--- src/rtl/mips_pkg.sv ---
// mips_pkg: shared constants for the multicycle MIPS control unit.
//   - opcode / funct encodings of the supported instruction subset
//   - ALU control codes, alu_src_b and pc_src mux encodings
//   - control FSM state enum (binary, 4 bits) and ALU decode class enum
package mips_pkg;

   localparam logic [5:0] OP_RTYPE = 6'h00;
   localparam logic [5:0] OP_LW    = 6'h23;
   localparam logic [5:0] OP_SW    = 6'h2B;
   localparam logic [5:0] OP_BEQ   = 6'h04;
   localparam logic [5:0] OP_ADDI  = 6'h08;
   localparam logic [5:0] OP_J     = 6'h02;

   localparam logic [5:0] FN_ADD = 6'h20;
   localparam logic [5:0] FN_SUB = 6'h22;
   localparam logic [5:0] FN_AND = 6'h24;
   localparam logic [5:0] FN_OR  = 6'h25;
   localparam logic [5:0] FN_SLT = 6'h2A;

   localparam logic [2:0] ALU_ADD = 3'b010;
   localparam logic [2:0] ALU_SUB = 3'b110;
   localparam logic [2:0] ALU_AND = 3'b000;
   localparam logic [2:0] ALU_OR  = 3'b001;
   localparam logic [2:0] ALU_SLT = 3'b111;

   localparam logic [1:0] SRCB_B       = 2'b00;
   localparam logic [1:0] SRCB_FOUR    = 2'b01;
   localparam logic [1:0] SRCB_IMM     = 2'b10;
   localparam logic [1:0] SRCB_IMM_SH2 = 2'b11;

   localparam logic [1:0] PCSRC_ALU    = 2'b00;
   localparam logic [1:0] PCSRC_ALUOUT = 2'b01;
   localparam logic [1:0] PCSRC_JUMP   = 2'b10;

   typedef enum logic [3:0] {
      S_FETCH   = 4'd0,
      S_DECODE  = 4'd1,
      S_MEMADR  = 4'd2,
      S_MEMRD   = 4'd3,
      S_MEMWB   = 4'd4,
      S_MEMWR   = 4'd5,
      S_EXEC    = 4'd6,
      S_ALUWB   = 4'd7,
      S_BRANCH  = 4'd8,
      S_ADDIEX  = 4'd9,
      S_ADDIWB  = 4'd10,
      S_JUMP    = 4'd11,
      S_ILLEGAL = 4'd12
   } state_t;

   // What the ALU is asked to do in the current state.
   typedef enum logic [1:0] {
      ACLS_ADD   = 2'd0,
      ACLS_SUB   = 2'd1,
      ACLS_FUNCT = 2'd2
   } alu_cls_t;

endpackage

--- src/rtl/mips_alu_dec.sv ---
// mips_alu_dec: combinational ALU control decoder.
//   alu_cls  : in  2  ALU class requested by the FSM (add / sub / from funct)
//   funct    : in  6  IR[5:0]
//   alu_ctrl : out 3  ALU control code
//   funct_ok : out 1  funct is a supported R-type function (always 1 outside
//                     the funct class)
module mips_alu_dec
   import mips_pkg::*;
(
   input  logic [1:0] alu_cls,
   input  logic [5:0] funct,
   output logic [2:0] alu_ctrl,
   output logic       funct_ok
);

   always_comb begin
      alu_ctrl = ALU_ADD;
      funct_ok = 1'b1;
      case (alu_cls_t'(alu_cls))
         ACLS_SUB: alu_ctrl = ALU_SUB;
         ACLS_FUNCT: begin
            case (funct)
               FN_ADD:  alu_ctrl = ALU_ADD;
               FN_SUB:  alu_ctrl = ALU_SUB;
               FN_AND:  alu_ctrl = ALU_AND;
               FN_OR:   alu_ctrl = ALU_OR;
               FN_SLT:  alu_ctrl = ALU_SLT;
               default: funct_ok = 1'b0;
            endcase
         end
         default: alu_ctrl = ALU_ADD;
      endcase
   end

endmodule

--- src/rtl/mips_mc_ctrl.sv ---
// mips_mc_ctrl: multicycle control FSM for the lab MIPS core.
//   clk, rst (async, active low)
//   opcode, funct      : in   IR fields
//   zero, mem_rdy      : in   ALU zero flag, memory access done this cycle
//   pc_we, iord, mem_re, mem_we, ir_we, reg_dst, mem_to_reg, rf_we,
//   alu_src_a, alu_src_b, alu_ctrl, pc_src : out  datapath controls
//   instr_done         : out  pulse in the final state of each instruction
//   illegal            : out  sticky unsupported-instruction flag
module mips_mc_ctrl
   import mips_pkg::*;
#(
   parameter int unsigned ALU_W = 3
)
(
   input  logic             clk,
   input  logic             rst,
   input  logic [5:0]       opcode,
   input  logic [5:0]       funct,
   input  logic             zero,
   input  logic             mem_rdy,
   output logic             pc_we,
   output logic             iord,
   output logic             mem_re,
   output logic             mem_we,
   output logic             ir_we,
   output logic             reg_dst,
   output logic             mem_to_reg,
   output logic             rf_we,
   output logic             alu_src_a,
   output logic [1:0]       alu_src_b,
   output logic [ALU_W-1:0] alu_ctrl,
   output logic [1:0]       pc_src,
   output logic             instr_done,
   output logic             illegal
);

   state_t     state_q, state_d;
   logic       illegal_q;
   alu_cls_t   alu_cls;
   logic [2:0] alu_code;
   logic       funct_ok;

   // ALU class depends on state only, kept apart from the main decode so the
   // funct_ok feedback into next-state logic is not a combinational loop.
   always_comb begin
      alu_cls = ACLS_ADD;
      if (state_q == S_EXEC)
         alu_cls = ACLS_FUNCT;
      else if (state_q == S_BRANCH)
         alu_cls = ACLS_SUB;
   end

   mips_alu_dec u_alu_dec (
      .alu_cls  (alu_cls),
      .funct    (funct),
      .alu_ctrl (alu_code),
      .funct_ok (funct_ok)
   );

   always_ff @(posedge clk or negedge rst) begin
      if (!rst) begin
         state_q   <= S_FETCH;
         illegal_q <= 1'b0;
      end else begin
         state_q <= state_d;
         if (state_d == S_ILLEGAL)
            illegal_q <= 1'b1;
      end
   end

   always_comb begin
      state_d    = state_q;
      pc_we      = 1'b0;
      iord       = 1'b0;
      mem_re     = 1'b0;
      mem_we     = 1'b0;
      ir_we      = 1'b0;
      reg_dst    = 1'b0;
      mem_to_reg = 1'b0;
      rf_we      = 1'b0;
      alu_src_a  = 1'b0;
      alu_src_b  = SRCB_B;
      alu_ctrl   = ALU_W'(alu_code);
      pc_src     = PCSRC_ALU;
      instr_done = 1'b0;

      case (state_q)
         S_FETCH: begin
            mem_re    = 1'b1;
            alu_src_b = SRCB_FOUR;
            if (mem_rdy) begin
               ir_we   = 1'b1;
               pc_we   = 1'b1;
               state_d = S_DECODE;
            end
         end
         S_DECODE: begin
            alu_src_b = SRCB_IMM_SH2;
            case (opcode)
               OP_LW, OP_SW: state_d = S_MEMADR;
               OP_RTYPE:     state_d = S_EXEC;
               OP_BEQ:       state_d = S_BRANCH;
               OP_ADDI:      state_d = S_ADDIEX;
               OP_J:         state_d = S_JUMP;
               default:      state_d = S_ILLEGAL;
            endcase
         end
         S_MEMADR: begin
            alu_src_a = 1'b1;
            alu_src_b = SRCB_IMM;
            state_d   = (opcode == OP_LW) ? S_MEMRD : S_MEMWR;
         end
         S_MEMRD: begin
            mem_re = 1'b1;
            iord   = 1'b1;
            if (mem_rdy)
               state_d = S_MEMWB;
         end
         S_MEMWB: begin
            rf_we      = 1'b1;
            mem_to_reg = 1'b1;
            instr_done = 1'b1;
            state_d    = S_FETCH;
         end
         S_MEMWR: begin
            mem_we = 1'b1;
            iord   = 1'b1;
            if (mem_rdy) begin
               instr_done = 1'b1;
               state_d    = S_FETCH;
            end
         end
         S_EXEC: begin
            alu_src_a = 1'b1;
            alu_src_b = SRCB_B;
            state_d   = funct_ok ? S_ALUWB : S_ILLEGAL;
         end
         S_ALUWB: begin
            rf_we      = 1'b1;
            reg_dst    = 1'b1;
            instr_done = 1'b1;
            state_d    = S_FETCH;
         end
         S_BRANCH: begin
            alu_src_a  = 1'b1;
            alu_src_b  = SRCB_B;
            pc_src     = PCSRC_ALUOUT;
            pc_we      = zero;
            instr_done = 1'b1;
            state_d    = S_FETCH;
         end
         S_ADDIEX: begin
            alu_src_a = 1'b1;
            alu_src_b = SRCB_IMM;
            state_d   = S_ADDIWB;
         end
         S_ADDIWB: begin
            rf_we      = 1'b1;
            instr_done = 1'b1;
            state_d    = S_FETCH;
         end
         S_JUMP: begin
            pc_src     = PCSRC_JUMP;
            pc_we      = 1'b1;
            instr_done = 1'b1;
            state_d    = S_FETCH;
         end
         S_ILLEGAL: state_d = S_ILLEGAL;
         default:   state_d = S_FETCH;
      endcase

      // Reset is asynchronous: outputs must drop the moment rst goes low,
      // not at the next edge, so a pending memory access is aborted.
      if (!rst) begin
         pc_we      = 1'b0;
         iord       = 1'b0;
         mem_re     = 1'b0;
         mem_we     = 1'b0;
         ir_we      = 1'b0;
         reg_dst    = 1'b0;
         mem_to_reg = 1'b0;
         rf_we      = 1'b0;
         alu_src_a  = 1'b0;
         alu_src_b  = '0;
         alu_ctrl   = '0;
         pc_src     = '0;
         instr_done = 1'b0;
      end
   end

   assign illegal = illegal_q;

endmodule

--- config.mk ---
export PLATFORM = sky130hd
export DESIGN_NAME = mips_mc_ctrl
export DESIGN_NICKNAME = d
export VERILOG_FILES = /design/src/rtl/mips_pkg.sv /design/src/rtl/mips_alu_dec.sv /design/src/rtl/mips_mc_ctrl.sv
export SDC_FILE = /design/constraint.sdc
export NUM_CORES = 1
export LEC_CHECK = 0
export BUFFER_PORTS_ARGS = -buffer_cell sky130_fd_sc_hd__buf_2
export CAP_MARGIN = 20
export CORE_MARGIN = 1
export CORE_UTILIZATION = 43
export DETAILED_ROUTE_END_ITERATION = 6
export MAX_ROUTING_LAYER = met4
export PLACE_DENSITY = 0.75
export RECOVER_POWER = 100
export SYNTH_ARGS = -nofsm -noshare
export SYNTH_HDL_FRONTEND = slang
export SYNTH_HIERARCHICAL = 1
export SYNTH_SLANG_ARGS = --single-unit
export TNS_END_PERCENT = 10
--- constraint.sdc ---
create_clock -name clk -period 2.35 [get_ports clk]
set_clock_uncertainty 0.15 [all_clocks]
set_input_delay 0.1175 -clock clk [delete_from_list [all_inputs] [get_ports clk]]
set_output_delay 0.1175 -clock clk [all_outputs]
set_load 0.05 [all_outputs]
==> flow_summary.yaml, run 1 <==
cells_and_area:
  fin_util: 0.639
  final_cell_mix: "buf_2, clkbuf_2, nor2_1, nand2_1, buf_4"
  nets: 180
  diodes: 0
  drive_gt1_frac: 0.360
  fin_area_um2: 1150
  final_common_cell: "buf_2"
  syn2layout_area_growth_pct: 32.4
  final-instance-count-excl-fill: 186
yosys:
  ys_ff_latch: 5
  avgSynthCellArea_um2: 7.37
  ys_seq_area_frac: 0.144
  async_reset_ff_frac: 1.00
  synth_xor_area_frac: 0.0302
  synth-edff-count: 0
  syn_inst: 118
  ys_types: 46
  synth_compound_area_frac: 0.259
  synth_nets: 136
  ys_warn_count: 6
  synth-simple-area-share: 0.409
  synth_mux_area_frac: 0.0245
  synth_top_family_by_area: "simple AND/OR/NAND/NOR gates"
  ys.flop_type: "dfrtp_1"
  synthAdderAreaFrac: 0.0288
  syn_area_um2: 870
timing:
  hold-worst-slack_ns: 0.184
  min_period_over_period: 0.980
  hold_violations: 0
  finalSetupTns_ns: 0
  slew_headroom: 0.540
  slew_viol_final: 0
  period_minus_slack_ns: 2.30
  tightest_slew_ns: 0.690
  setup_viol: 0
  clock.fmax_mhz: 434
  fin_ws_ns: 0.0475
worst_setup_path:
  criticalPathCategory: "flop to output port"
  critPathArrivalTime_ns: 2.03
  path_max_fanout: 5
  worst_ep_required_time_ns: 2.08
  regToRegStartpoint: "state_q[2]"
  end_kind: "output port"
  reg2reg_slack_ns: 0.18
  worstSetupStartpointType: "flop"
  cp-startpoint: "state_q[3]"
placement:
  place_inst: 176
  place_area_um2: 1060
  pre_cts_slack_ns: 0.172
  numPortBuffers: 33
  dp_hpwl_mm: 1.81
  gp_congestion: 0.918
cts:
  h-tree-depth: 1
  clk_pin_slew_ns: 0.04
  cts_tree: "yes"
  cts_root_buf: "clkbuf_4"
  clkLatencyLatePin_ns: 0.24
  cts_buffer_depth: 2
  cts.sinks: 5
  numCtsBuffers: 3
floorplan:
  num_io_pins: 34
  row_count: 15
  dieArea_um2: 2210
  initial_utilization: 0.483
  die_w_um: 47.0
  fp.dieH_um: 47.0
  fp.coreArea_um2: 1800
detailed_routing:
  first_pass_iters: 4
  num_vias: 1052
  totalWireLength_mm: 2.42
  ant_nets: 0
  dr.first_iter.drc_count: 32
  vias_per_cell: 5.66
  wire_per_inst_um: 13.0
  drc: 0
global_routing:
  gr-usage-met2: 0.433
  grt_pass1_vias: 906
  antenna_found_initial: 0
  grt_pass1_wl_mm: 3.84
  grt_usage: 0.251
  grtUsageMet1: 0.297
  use_met3: 0.0615
  grt_max_degree: 17
  grt.overflow.total: 0
  top_usage_layer: "met2"
run_status:
  outcome: "completed"
flow_run:
  drv_cap: 0
worst_hold_path:
  holdCritPathClass: "input port to flop"
  hp-start: "opcode[5]"
pwr:
  p_leak_nw: 0.498
  power_density_nw_per_um2: 1040
  vdd_drop_max_mv: 0.649
  finalPower_mw: 1.19
==> cells in the mapped netlist, types with 2 or more instances <==
| cell | count | area [µm²] |
|---|---|---|
| buf_6 | 2 | 22.5 |
| dfrtp_1 | 5 | 125 |
| a31oi_1 | 3 | 18.8 |
| or3_1 | 2 | 12.5 |
| nand3_1 | 2 | 10.0 |
| nand3b_1 | 2 | 15.0 |
| clkbuf_1 | 2 | 7.51 |
| nor2b_1 | 4 | 25.0 |
| o21ai_0 | 4 | 20.0 |
| nand2_1 | 10 | 37.5 |
| o22ai_1 | 3 | 18.8 |
| nand2b_1 | 4 | 25.0 |
| or3b_1 | 2 | 17.5 |
| nand4bb_1 | 3 | 33.8 |
| and2_1 | 5 | 31.3 |
| nor2_1 | 11 | 41.3 |
| nor3_1 | 9 | 45.0 |
| inv_1 | 7 | 26.3 |
| clkbuf_8 | 2 | 27.5 |
| a21oi_1 | 6 | 30.0 |
| o22a_2 | 2 | 20.0 |
| o211ai_1 | 2 | 15.0 |
| ha_1 | 2 | 25.0 |
| xnor2_1 | 2 | 17.5 |
==> final timing paths <==
kind | endpoint | cells after the start
hold / removal | state_q[0] | 4
min in group asynchronous | state_q[1] | 2
setup / recovery | alu_ctrl[1] | 8
hold reg to reg | illegal | 1
max in group asynchronous | state_q[0] | 2
setup reg to reg | illegal | 10
==> critical path: stages (launching register included) <==
cell and delay [ns]:
dfrtp_1 0.41, nand2b_1 0.21, nor2_2 0.18, inv_1 0.06, ha_1 0.22, nor3_1 0.28
a31oi_1 0.06, and2_0 0.16, buf_2 0.21
==> registers in the layout (all words and copies together) (netlist names) <==
register / count
illegal: 1
state_q: 4
==> layout make-up <==
type | count | area [µm²]
multi-input combinational | 99 | 664
fill | 173 | 651
tap | 25 | 31.3
sequential | 5 | 128
inverter | 7 | 26.3
clock buffer | 4 | 26.3
timing repair buffer | 46 | 275
==> routing by layer <==
layer  share of wire  wire length (µm)
met5               0                 0
met4           0.012                30
met3           0.043               104
met2            0.48              1170
met1            0.46              1120
==> timing repair <==
| item | CTS | global route |
|---|---|---|
| resized for setup | 1 | 8 |
| hold buffers | 1 | 0 |
| hold endpoints to repair | 5 | 0 |
| buffers inserted | 0 | 5 |
| setup endpoints to repair | 1 | 3 |
| pin swaps | 0 | 1 |
==> kinds of logic after synthesis <==
family | after synthesis
compound gates | 30
xor+xnor | 3
fa+ha+maj | 2
buf+inv | 14
flops | 5
mux | 2
simple gates | 62
==> power breakdown <==
part	switching (mW)	internal, mW	total, mW	leakage [nW]
Sequential	0.0388	0.122	0.161	0.0586
Clock	0.0370	0.0643	0.101	0.0150
Combinational	0.598	0.333	0.931	0.425
No activity file was read; power rests on OpenSTA's default activity.
==> run 2, diff against run 1 <==
--- a/config.mk
+++ b/config.mk
@@ -13,6 +13,7 @@
 export MAX_ROUTING_LAYER = met4
 export PLACE_DENSITY = 0.75
 export RECOVER_POWER = 100
+export SETUP_SLACK_MARGIN = 0.3
 export SYNTH_ARGS = -nofsm -noshare
 export SYNTH_HDL_FRONTEND = slang
 export SYNTH_HIERARCHICAL = 1
==> run 2 against run 1 <==
  * First-iteration DRC count shrank 28%
  * Critical endpoint is now alu_ctrl[2]
  * Design area grew 1.3%
  * Highest routed layer is now met3
  * Utilization is 0.83 points higher
  * Final cell count fell by 2.7%
  * Worst hold slack gained 0.014 ns
==> flow_summary.yaml, run 2 (same netlist as run 1, synthesis figures left out) <==
cells_and_area:
  largest_reg_flops: 4
  final_common_cell: "buf_2"
  diodes: 0
  fillers: 157
  nets: 175
  final-instance-count-excl-fill: 181
  drive_gt1_frac: 0.327
  largest_register: "state_q"
  syn2layout_area_growth_pct: 34.1
  fin_area_um2: 1170
  final_cell_mix: "buf_2, clkbuf_1, nor2_1"
timing:
  setup_viol: 0
  hold_violations: 0
  slew_headroom: 0.592
  slew_viol_final: 0
  tightest_slew_ns: 0.614
  finalSetupTns_ns: 0
  fin_ws_ns: 0.152
  clock.fmax_mhz: 455
  period_minus_slack_ns: 2.20
  min_period_over_period: 0.935
  rsz0062_at_grt: "true"
placement:
  place_inst: 175
  place_area_um2: 1060
  dp_hpwl_mm: 1.77
  gp_congestion: 0.916
  pre_cts_slack_ns: 0.261
  numPortBuffers: 33
floorplan:
  initial_utilization: 0.483
  row_count: 15
  num_io_pins: 34
  fp.coreArea_um2: 1800
  die_w_um: 47.0
  fp.dieH_um: 47.0
  dieArea_um2: 2210
detailed_routing:
  dr_wl_met2_mm: 1.28
  ant_nets: 0
  first_pass_iters: 5
  wire_per_inst_um: 13.6
  num_vias: 1026
  routed.top_layer: "met3"
  totalWireLength_mm: 2.47
  vias_per_cell: 5.67
  dr.first_iter.drc_count: 23
  dr_wl_met3_um: 124
  wl_met1_mm: 1.07
  drc: 0
worst_setup_path:
  worst_ep_required_time_ns: 2.08
  worstSetupStartpointType: "flop"
  slowest_stage: "dfrtp_1"
  end_kind: "output port"
  critPathMaxStageDelay_ns: 0.39
  criticalPathCategory: "flop to output port"
  reg2reg_slack_ns: 0.33
  path_max_fanout: 4
  worstPathCellList: "inv_1, nand2_2, nor3_4, inv_2, ha_4, nand4bb_1, o22ai_2, and2_4, buf_8"
  critPathArrivalTime_ns: 1.93
run_status:
  outcome: "completed"
global_routing:
  grt.overflow.total: 0
  grt_usage: 0.243
  grt_max_degree: 22
  grt_pass1_vias: 910
  grt_pass1_wl_mm: 3.78
  antenna_found_initial: 0
cts:
  clk_pin_slew_ns: 0.04
  cts.sinks: 5
  clkLatencyLatePin_ns: 0.24
  cts_buffer_depth: 2
  numCtsBuffers: 3
  h-tree-depth: 1
  cts_root_buf: "clkbuf_4"
  cts_tree: "yes"
pwr:
  power_density_nw_per_um2: 1040
  switching_share: 0.575
  internal-power_mw: 0.516
  clkPwrFrac: 0.084
  seqPwrFrac: 0.129
  p_sw_mw: 0.696
  p_leak_nw: 0.462
  power_frac_comb: 0.788
  vdd_drop_max_mv: 0.562
worst_hold_path:
  holdCritPathClass: "input port to flop"
flow_run:
  drv_cap: 0
-- run 2: worst paths after layout --
kind	from	end	cells past startpoint
max in group asynchronous	rst	state_q[0]	2
worst min register to register	illegal	illegal	1
min in group asynchronous	rst	state_q[3]	2
worst min-delay path	opcode[1]	state_q[0]	4
worst max register to register	state_q[2]	illegal	10
worst max-delay path	state_q[2]	alu_ctrl[2]	9
-- run 2: per-layer routing --
metal	GRT usage	up-vias
li1	-	505
met5	-	-
met1	0.282	473
met4	0.0743	0
met2	0.447	48
met3	0.0115	0
-- run 2: area by class of cell --
cell class	instances	area, µm²	area share
multi-input cells	99	721	0.618
flip-flops and latches	5	125	0.107
repair buffers	41	236	0.203
well taps	25	31.3	0.0268
inverters	7	26.3	0.0225
clock buffers	4	26.3	0.0225
-- run 2: critical path: cells and delay by family (launching register included) --
| kind | cells | cell delay, ns |
|---|---|---|
| buf+inv | 3 | 0.29 |
| flops | 1 | 0.39 |
| simple gates | 4 | 0.61 |
| fa+ha+maj | 1 | 0.23 |
| compound gates | 1 | 0.15 |
-- run 2: stage by stage --
step                      hold WS, ns  total power, mW   util
final                           0.198             1.21  0.647
after global routing            0.238             1.28  0.647
after CTS                       0.188             1.16  0.627
after detailed placement       -0.138             1.02  0.587
after global placement         -0.144             1.01  0.587
after floorplan                -0.328            0.853      -
-- run 2: power by group through the flow --
stage,combinational [mW],sequential (mW),clock (mW)
2_1_floorplan,0.677,0.176,0
3_3_place_gp,0.859,0.147,0
3_5_place_dp,0.876,0.147,0
4_1_cts,0.907,0.148,0.103
5_1_grt,1.02,0.160,0.104
6_report,0.955,0.156,0.101
-- run 2: repair_timing --
item,in CTS,in global routing
setup buffers,0,1
setup endpoints to repair,5,8
pin swaps,4,3
hold buffers,1,0
resized for setup,10,9
hold endpoints to repair,5,0
==> run 3, diff against run 2 <==
--- a/config.mk
+++ b/config.mk
@@ -5,13 +5,14 @@
 export SDC_FILE = /design/constraint.sdc
 export NUM_CORES = 1
 export LEC_CHECK = 0
+export ABC_AREA = 1
 export BUFFER_PORTS_ARGS = -buffer_cell sky130_fd_sc_hd__buf_2
 export CAP_MARGIN = 20
 export CORE_MARGIN = 1
-export CORE_UTILIZATION = 43
+export CORE_UTILIZATION = 42
 export DETAILED_ROUTE_END_ITERATION = 6
 export MAX_ROUTING_LAYER = met4
-export PLACE_DENSITY = 0.75
+export PLACE_DENSITY = 0.74
 export RECOVER_POWER = 100
 export SETUP_SLACK_MARGIN = 0.3
 export SYNTH_ARGS = -nofsm -noshare
==> run 3 against run 2 <==
  * Count of clock-buffer cells in the layout shrank 1
  * Via count down 1.9%
  * Register-to-register slack better by 0.32 ns
  * Synthesized cell count increased by 18%
  * Worst hold slack worse by 0.092 ns
  * Sequential share of layout area rose by 0.38 points
  * Critical endpoint is now alu_src_a
==> flow_summary.yaml, run 3 <==
run_status:
  outcome: "completed"
yosys:
  synth_compound_area_frac: 0.110
  synth_nets: 157
  avgSynthCellArea_um2: 5.79
  ys_warn_count: 6
  synth_mux_area_frac: 0
  synth_top_area_frac: 0.156
  synth_top_family_by_area: "simple AND/OR/NAND/NOR gates"
  ys_top_cells_by_count: "inv_1, nand2_1, nor2_1"
  ys_ff_latch: 5
  syn_inst: 139
  yosysMostFrequentCell: "inv_1"
  syn_area_um2: 805
  async_reset_ff_frac: 1.00
  ys_seq_area_frac: 0.156
  synth_xor_area_frac: 0
  ys_top_cells_by_area: "dfrtp_1, inv_1, nand2_1, nor2_1, nand3_1"
  yosysTopAreaCell: "dfrtp_1"
  synthAdderAreaFrac: 0.0311
  synth-simple-area-share: 0.535
  ys.flop_type: "dfrtp_1"
  ys_types: 22
  synth-edff-count: 0
global_routing:
  grt_pass1_vias: 798
  grt.overflow.total: 0
  grt_max_degree: 13
  antenna_found_initial: 0
  grt_pass1_wl_mm: 3.17
  grt_usage: 0.212
floorplan:
  num_io_pins: 34
  row_count: 15
  fp.dieH_um: 45.8
  die_w_um: 45.8
  dieArea_um2: 2090
  initial_utilization: 0.456
  fp.coreArea_um2: 1760
timing:
  clock.fmax_mhz: 483
  setup_viol: 0
  hold-worst-slack_ns: 0.106
  period_minus_slack_ns: 2.07
  finalSetupTns_ns: 0
  slew_headroom: 0.607
  rsz0062_at_grt: "true"
  hold_violations: 0
  min_period_over_period: 0.880
  tightest_slew_ns: 0.592
  slew_viol_final: 0
worst_setup_path:
  critPathArrivalTime_ns: 1.80
  worstSetupStartpointType: "flop"
  path_max_fanout: 4
  end_kind: "output port"
  worst_ep_required_time_ns: 2.08
  criticalPathCategory: "flop to output port"
detailed_routing:
  num_vias: 1007
  drc: 0
  wire_per_inst_um: 9.85
  vias_per_cell: 4.82
  totalWireLength_mm: 2.06
  first_pass_iters: 4
  ant_nets: 0
  dr.first_iter.drc_count: 17
cells_and_area:
  final_cell_mix: "inv_1, nand2_1, nor2_1"
  largest_reg_flops: 4
  syn2layout_area_growth_pct: 41.4
  fillers: 179
  final_common_cell: "inv_1"
  drive_gt1_frac: 0.359
  final-instance-count-excl-fill: 209
  diodes: 0
  nets: 203
  largest_register: "state_q"
cts:
  numCtsBuffers: 3
  cts_buffer_depth: 2
  clkLatencyLatePin_ns: 0.24
  cts_root_buf: "clkbuf_4"
  cts.sinks: 5
  h-tree-depth: 1
  clk_pin_slew_ns: 0.05
  cts_tree: "yes"
placement:
  numPortBuffers: 33
  place_inst: 196
  dp_hpwl_mm: 1.55
  gp_congestion: 0.898
pwr:
  p_leak_nw: 0.588
  power_density_nw_per_um2: 908
  vdd_drop_max_mv: 0.616
flow_run:
  drv_cap: 0
worst_hold_path:
  holdCritPathClass: "input port to flop"
==> run 3: changes by cell type after synthesis, moves of 6 or more <==
cell | before | now
inv_1 | 7 | 30
nand4_1 | 0 | 6
nand3_1 | 2 | 10
nand2_1 | 10 | 24
nor2_1 | 11 | 22
nor3_1 | 9 | 3
==> run 3: layout make-up <==
type / count / area, µm² / share of cell area
flip-flops and latches: 5 / 126 / 0.111
multi-input cells: 98 / 578 / 0.508
inverters: 35 / 134 / 0.118
well taps: 25 / 31.3 / 0.0275
clock inverters: 1 / 5.00 / 0.00440
clock buffers: 3 / 22.5 / 0.0198
repair buffers: 42 / 240 / 0.211
==> run 3: path summary, 6_finish.rpt <==
path	startpoint	to	slack [ns]	cells after the start
worst max register to register	state_q[2]	state_q[1]	0.65	9
max in group asynchronous	rst	state_q[1]	1.50	2
worst min-delay path	mem_rdy	state_q[2]	0.11	5
min in group asynchronous	rst	state_q[3]	0.34	2
worst max-delay path	state_q[1]	alu_src_a	0.28	7
worst min register to register	illegal	illegal	0.32	2
==> run 3: stage by stage <==
| stage | cell area, µm² | power [mW] | worst slack (ns) | utilization |
|---|---|---|---|---|
| 2_1_floorplan | 805 | 0.675 | 0.331 | - |
| 3_3_place_gp | 997 | 0.801 | 0.361 | 0.565 |
| 3_5_place_dp | 997 | 0.811 | 0.321 | 0.565 |
| 4_1_cts | 1100 | 0.977 | 0.305 | 0.624 |
| 5_1_grt | 1140 | 1.11 | 0.177 | 0.645 |
| 6_report | 1140 | 1.03 | 0.281 | 0.645 |
==> run 3: repair_timing <==
action                                  CTS  global route
endpoints found under the setup margin    4             5
hold buffers                              1             0
buffers inserted                          5             3
hold endpoints to repair                  5             0
pin swaps                                 2             5
resized for setup                        11            10
==> run 3: cell families after synthesis <==
| kind of cell | count (synthesis) |
|---|---|
| AOI/OAI and AO/OA | 13 |
| adders and majority gates | 2 |
| buffers and inverters | 36 |
| DFF | 5 |
| and+or+nand+nor | 83 |
==> run 3: layer usage <==
| layer | global-route usage | wire length [µm] | up-vias |
|---|---|---|---|
| li1 | - | - | 523 |
| met1 | 0.269 | 942 | 457 |
| met2 | 0.349 | 1020 | 24 |
| met3 | 0.0357 | 72 | 3 |
| met4 | 0.0529 | 23 | 0 |
| met5 | - | 0 | - |
==> run 3: power by group <==
part / switching (mW) / internal (mW)
clock network: 0.0372 / 0.0617
logic: 0.547 / 0.240
registers: 0.0337 / 0.113
==> run 3: critical path: stages, from the launching register on <==
cell	delay (ns)
dfrtp_2	0.45
inv_2	0.10
buf_4	0.12
nand2_2	0.08
nor2_1	0.23
inv_1	0.09
a41oi_1	0.18
clkbuf_2	0.31
